File: src/rtl/l1_mau_fill_if.sv
// Handshake bundles for the L1 line-fill responder: L1-side request/ack and narrow memory read bus.
interface mau_fill_if #(
  parameter int unsigned ADDR_W = 32,
  parameter int unsigned LINE_W = 256
);
  logic              mau_req_val;
  logic [ADDR_W-1:0] mau_req_addr;
  logic              mau_req_ack;
  logic [LINE_W-1:0] mau_ack_data;

  modport master (output mau_req_val, mau_req_addr, input mau_req_ack, mau_ack_data);
  modport slave  (input mau_req_val, mau_req_addr, output mau_req_ack, mau_ack_data);
endinterface

interface mem_rd_if #(
  parameter int unsigned ADDR_W = 32,
  parameter int unsigned DATA_W = 32
);
  logic              mem_req_val;
  logic [ADDR_W-1:0] mem_req_addr;
  logic              mem_req_rdy;
  logic              mem_rsp_val;
  logic [DATA_W-1:0] mem_rsp_data;

  modport master (output mem_req_val, mem_req_addr, input mem_req_rdy, mem_rsp_val, mem_rsp_data);
  modport slave  (input mem_req_val, mem_req_addr, output mem_req_rdy, mem_rsp_val, mem_rsp_data);
endinterface

File: src/rtl/l1_mau_fill.sv
// L1 line-fill responder: fetches one line as BEATS pipelined word reads, assembles it,
// and returns it with a single-cycle ack.
module l1_mau_fill #(
  parameter int unsigned ADDR_W     = 32,
  parameter int unsigned LINE_W     = 256,
  parameter int unsigned MEM_DATA_W = 32
) (
  input  logic       clk,
  input  logic       rst_n,
  mau_fill_if.slave  mau,
  mem_rd_if.master   mem,
  output logic       busy
);

  localparam int unsigned BEATS      = LINE_W / MEM_DATA_W;
  localparam int unsigned CNT_W      = $clog2(BEATS) + 1;
  localparam int unsigned OFF_W      = $clog2(LINE_W / 8);
  localparam int unsigned BEAT_BYTES = MEM_DATA_W / 8;

  localparam logic [CNT_W-1:0]  BEATS_C  = CNT_W'(BEATS);
  localparam logic [CNT_W-1:0]  LAST_C   = CNT_W'(BEATS - 1);
  localparam logic [ADDR_W-1:0] OFF_MASK = ADDR_W'((64'd1 << OFF_W) - 64'd1);

  typedef enum logic [1:0] {S_IDLE, S_FETCH, S_ACK} state_e;

  state_e            state_q, state_d;
  logic [ADDR_W-1:0] addr_q, addr_d;
  logic [CNT_W-1:0]  issued_q, issued_d;
  logic [CNT_W-1:0]  rcvd_q, rcvd_d;
  logic [LINE_W-1:0] buf_q, buf_d;
  logic              req_val;
  logic              ack;

  always_ff @(posedge clk or negedge rst_n) begin
    if (!rst_n) begin
      state_q  <= S_IDLE;
      addr_q   <= '0;
      issued_q <= '0;
      rcvd_q   <= '0;
      buf_q    <= '0;
    end else begin
      state_q  <= state_d;
      addr_q   <= addr_d;
      issued_q <= issued_d;
      rcvd_q   <= rcvd_d;
      buf_q    <= buf_d;
    end
  end

  always_comb begin
    state_d  = state_q;
    addr_d   = addr_q;
    issued_d = issued_q;
    rcvd_d   = rcvd_q;
    buf_d    = buf_q;
    req_val  = 1'b0;
    ack      = 1'b0;
    unique case (state_q)
      S_IDLE: begin
        if (mau.mau_req_val) begin
          addr_d   = mau.mau_req_addr & ~OFF_MASK;
          issued_d = '0;
          rcvd_d   = '0;
          state_d  = S_FETCH;
        end
      end
      S_FETCH: begin
        // Issue and receive run independently so reads stay pipelined.
        req_val = (issued_q < BEATS_C);
        if (req_val && mem.mem_req_rdy) issued_d = issued_q + 1'b1;
        if (mem.mem_rsp_val) begin
          buf_d[int'(rcvd_q) * MEM_DATA_W +: MEM_DATA_W] = mem.mem_rsp_data;
          rcvd_d = rcvd_q + 1'b1;
          if (rcvd_q == LAST_C) state_d = S_ACK;
        end
      end
      S_ACK: begin
        ack     = 1'b1;
        state_d = S_IDLE;
      end
      default: state_d = S_IDLE;
    endcase
  end

  assign mem.mem_req_val  = req_val;
  assign mem.mem_req_addr = addr_q + ADDR_W'(issued_q) * ADDR_W'(BEAT_BYTES);
  assign mau.mau_req_ack  = ack;
  assign mau.mau_ack_data = buf_q;
  assign busy             = (state_q != S_IDLE);

  rsp_within_accepted: assert property (@(posedge clk) disable iff (!rst_n)
    (state_q == S_FETCH && mem.mem_rsp_val) |-> (rcvd_q < issued_q));

endmodule

File: src/flat_wrapper.sv
// flat-port wrapper written by rule: the top's interface ports become plain ports
module l1_mau_fill_flat 
#(
  parameter int unsigned ADDR_W     = 32,
  parameter int unsigned LINE_W     = 256,
  parameter int unsigned MEM_DATA_W = 32
)
  (clk, rst_n, busy, mau_mau_req_val, mau_mau_req_addr, mau_mau_req_ack, mau_mau_ack_data, mem_mem_req_val, mem_mem_req_addr, mem_mem_req_rdy, mem_mem_rsp_val, mem_mem_rsp_data);
  mau_fill_if #(.ADDR_W(ADDR_W), .LINE_W(LINE_W)) mau_i ();
  mem_rd_if #(.ADDR_W(ADDR_W), .DATA_W(32)) mem_i ();
  input  logic clk;
  input  logic rst_n;
  output logic busy;
  input wire logic [$bits(mau_i.mau_req_val)-1:0] mau_mau_req_val;
  input wire logic [$bits(mau_i.mau_req_addr)-1:0] mau_mau_req_addr;
  output wire logic [$bits(mau_i.mau_req_ack)-1:0] mau_mau_req_ack;
  output wire logic [$bits(mau_i.mau_ack_data)-1:0] mau_mau_ack_data;
  output wire logic [$bits(mem_i.mem_req_val)-1:0] mem_mem_req_val;
  output wire logic [$bits(mem_i.mem_req_addr)-1:0] mem_mem_req_addr;
  input wire logic [$bits(mem_i.mem_req_rdy)-1:0] mem_mem_req_rdy;
  input wire logic [$bits(mem_i.mem_rsp_val)-1:0] mem_mem_rsp_val;
  input wire logic [$bits(mem_i.mem_rsp_data)-1:0] mem_mem_rsp_data;
  assign mau_i.mau_req_val = mau_mau_req_val;
  assign mau_i.mau_req_addr = mau_mau_req_addr;
  assign mau_mau_req_ack = mau_i.mau_req_ack;
  assign mau_mau_ack_data = mau_i.mau_ack_data;
  assign mem_mem_req_val = mem_i.mem_req_val;
  assign mem_mem_req_addr = mem_i.mem_req_addr;
  assign mem_i.mem_req_rdy = mem_mem_req_rdy;
  assign mem_i.mem_rsp_val = mem_mem_rsp_val;
  assign mem_i.mem_rsp_data = mem_mem_rsp_data;
  l1_mau_fill #(.ADDR_W(ADDR_W), .LINE_W(LINE_W), .MEM_DATA_W(MEM_DATA_W)) u_core (.clk(clk), .rst_n(rst_n), .mau(mau_i), .mem(mem_i), .busy(busy));
endmodule
File: config.mk
export PLATFORM = sky130hd
export DESIGN_NAME = l1_mau_fill_flat
export DESIGN_NICKNAME = d
export VERILOG_FILES = /design/src/rtl/l1_mau_fill_if.sv /design/src/rtl/l1_mau_fill.sv /design/src/flat_wrapper.sv
export SDC_FILE = /design/constraint.sdc
export NUM_CORES = 1
export LEC_CHECK = 0
export ABC_CLOCK_PERIOD_IN_PS = 2560
export CORE_MARGIN = 3
export CORE_UTILIZATION = 44
export CTS_BUF_LIST = sky130_fd_sc_hd__clkbuf_2 sky130_fd_sc_hd__clkbuf_4 sky130_fd_sc_hd__clkbuf_8
export DETAILED_ROUTE_END_ITERATION = 8
export PLACE_DENSITY = 0.86
export SYNTH_ARGS = -nofsm -noshare
export SYNTH_HDL_FRONTEND = slang
export SYNTH_SLANG_ARGS = --single-unit
File: constraint.sdc
create_clock -name clk -period 2.56 [get_ports clk]
set_input_delay 0.512 -clock clk [delete_from_list [all_inputs] [get_ports clk]]
set_output_delay 0.512 -clock clk [all_outputs]
set_load 0.01 [all_outputs]
==> impl_metrics.toml <==
[die]
ioPinCount = 360
die-height_um = 172
die-area_um2 = 29800
initial_core_util = 0.450
die_x_um = 172
num_rows = 60
core_um2 = 27100

[cts]
clkTransAtPathRegs_ps = 60
cts_buffers = 47
htreeDepth = 2
clock_path_buffers = 3
cts_tree = "built"
clock_latency_ps = 580
cts-root-buf = "clkbuf_8"
clock-sinks = 293

[synth]
synthFlopType = "dfrtp_1"
synth_area_um2 = 12200
synth_edf_count = 0
synth_common_cells = "293 x dfrtp_1, 218 x nand2_1, 134 x mux2_2, 70 x o21ai_0, 67 x inv_1"
ys_seq_area_frac = 0.601
synthArstFlopShare = 1.00
yosysMostFrequentCell = "dfrtp_1"
netlist_top_cells_area = "dfrtp_1 60%, mux2_2 12%, nand2_1 6.7%, mux2i_1 4.8%, o21ai_0 2.9%"
ys_ff_latch = 293
syn_inst = 1052
synth_top_area_share = 0.601
synth.avg_cell_area_um2 = 11.6
ys_warn_count = 0
yosysTopAreaCell = "dfrtp_1"
synth_cell_types = 38

[detailed_routing]
dr_total_vias = 9754
drt_pass1_iterations = 5
drtIter0Drc = 569
drcViolationCount = 0
wirelength_um = 39400
vias_per_cell = 5.21
wire_per_inst_um = 21.1
ant_nets = 0

[power]
p_switching_uw = 7510
p_leak_uw = 0.00832
clock_power_share = 0.209
power.share.sequential = 0.357
powerDensity_nw_per_um2 = 1190
power_uw = 21200
netSwitchingFraction = 0.355
pwr-share-comb = 0.434
peakVddDrop_mv = 0.933
internal-power_uw = 13600

[sta]
rsz0062_at_grt = "yes"
slew_headroom = 0.589
max_freq_ghz = 0.351
hold_viol = 0
fin_crit_sh = 1.11
maxSlewViolCount = 0
setup_viol_count_final = 17
finClkSkew_ps = 27.3
setup_ws_ps = -288
tightest_slew_ps = 616
period_minus_slack_ps = 2850

[hold_path]
min_to = "u_core.mau.mau_ack_data[35]"
hold_depth = 2
holdCritStartpoint = "u_core.mau.mau_ack_data[35]"
worstHoldPathType = "flop to flop"

[global_routing]
grt-ovfl-total = 0
grt_first_pass_wirelength_um = 59000
antenna_found_initial = 1
grt_pass1_vias = 10400
grt_max_degree = 74
track_usage = 0.257

[job]
drv_cap = 0

[critical_path]
start_kind = "flop"
critPathArrivalTime_ps = 2340
crit_fanout = 6
ff2ff_path_depth = 7
worstSetupPathType = "flop to primary output"
r2r-start = "u_core.rcvd_q[0]"
critPathRequiredTime_ps = 2050
cp_slowest_stage_delay_ps = 400
r2r_slack_ps = 180
regToRegEndpoint = "u_core.mau.mau_ack_data[26]"
crit_slowest_cell = "dfrtp_1"
worstPathCellList = "ha_4, ha_4, nand4_1, nor4_2, buf_4, nand4_1, xnor2_1, buf_2"
crit_path_end_kind = "primary output"

[status]
violations = "negative setup slack"
outcome = "finished with violations"

[cells_and_area]
area_growth_pct = 46.0
num_antenna_cells = 0
final_cells = 1873
final_area_um2 = 17800
layout-drive-gt1-share = 0.232
utilization = 0.657
fillers = 1940
layout.nets = 1540

[place]
place_area_um2 = 16600
placed_cells = 1783
numPortBuffers = 352
hpwl_um = 27800
place_congestion = 0.909
## through the flow
step	worst slack, ps	hold slack (ps)	setup TNS [ps]
3_3_place_gp	-135	461	-649
6_report	-288	477	-2890
4_1_cts	-239	461	-2680
2_1_floorplan	16.5	216	0
3_5_place_dp	-148	470	-1360
5_1_grt	-405	483	-4820
## sequential cells by signal, indices dropped and copies added (netlist names)
register and cells:
u_core.mau.mau_ack_data 256, u_core.addr_q 27, u_core.rcvd_q 4, u_core.state_q 2
u_core.issued_q 4
## cell families after synthesis
kind of cell               after synthesis  share of synthesized area
DFF                                    293                      0.601
adders and majority gates                6                    0.00615
xor gates and xnor gates                29                     0.0208
and+or+nand+nor                        330                      0.124
other                                    1                   0.000307
buffers and inverters                  126                     0.0440
AOI/OAI and AO/OA                       74                     0.0314
muxes                                  193                      0.172
## worst max-delay path, delay by kind of cell, from the launching register on
| kind | cells | cell delay [ps] |
|---|---|---|
| simple gates | 3 | 550 |
| flops | 1 | 400 |
| buf+inv | 2 | 360 |
| fa+ha+maj | 2 | 320 |
| xor+xnor | 1 | 150 |
## per-layer routing
metal  GRT usage  vias to the layer above  routed length, um
li1            -                     4328                  -
met1       0.304                     4888              15100
met2       0.437                      440              19200
met3      0.0850                       96               3710
met4      0.0989                        2               1390
met5           0                        -                 13
## worst max-delay path by stage
| stage | start | endpoint | slack (ps) | cells past startpoint |
|---|---|---|---|---|
| 2_1_floorplan | u_core.issued_q[3] | mem_mem_req_addr[27] | 20 | 6 |
| 3_3_place_gp | u_core.issued_q[3] | mem_mem_req_addr[27] | -130 | 8 |
| 3_5_place_dp | u_core.addr_q[5] | mem_mem_req_addr[27] | -150 | 8 |
| 4_1_cts | u_core.addr_q[5] | mem_mem_req_addr[26] | -240 | 6 |
| 5_1_grt | u_core.addr_q[5] | mem_mem_req_addr[27] | -400 | 8 |
| 6_report | u_core.addr_q[5] | mem_mem_req_addr[27] | -290 | 8 |
## what timing repair did
item / in CTS / in global routing
pin swaps: 15 / 7
resized for setup: 108 / 23
hold buffers: 1 / 0
cloned: 0 / 0
hold endpoints to repair: 65 / 0
setup buffers: 4 / 1
endpoints found under the setup margin: 25 / 87
## cells in the final DEF, fill, tap and decap left out, types with 11 or more instances in the layout
cell type	netlist	routed
clkdlybuf4s50_1	0	326
dfrtp_1	293	293
nand2_1	218	217
mux2_2	134	134
o21ai_0	70	70
inv_1	67	67
mux2i_1	59	59
clkbuf_8	0	59
buf_4	6	51
and3_1	33	33
buf_2	15	20
clkbuf_4	0	16
xnor2_1	20	14
buf_12	0	14
nor2_1	15	11
## layout make-up
type	count	area, um2	area share
sequential	293	7330	0.412
multi-input combinational	634	4570	0.256
timing repair buffer	422	4140	0.232
clock buffer	75	932	0.0523
tap	372	465	0.0261
inverter	67	251	0.0141
clock inverter	10	130	0.00731
## power by group through the flow
| stage | clock network [uW] | logic [uW] | registers, uW |
|---|---|---|---|
| 3_3_place_gp | 0 | 8940 | 7440 |
| 2_1_floorplan | 0 | 3130 | 8090 |
| 4_1_cts | 4530 | 9170 | 7520 |
| 5_1_grt | 4730 | 9830 | 7750 |
| 6_report | 4420 | 9180 | 7550 |
| 3_5_place_dp | 0 | 9180 | 7540 |
(Power assumes the default switching activity.)
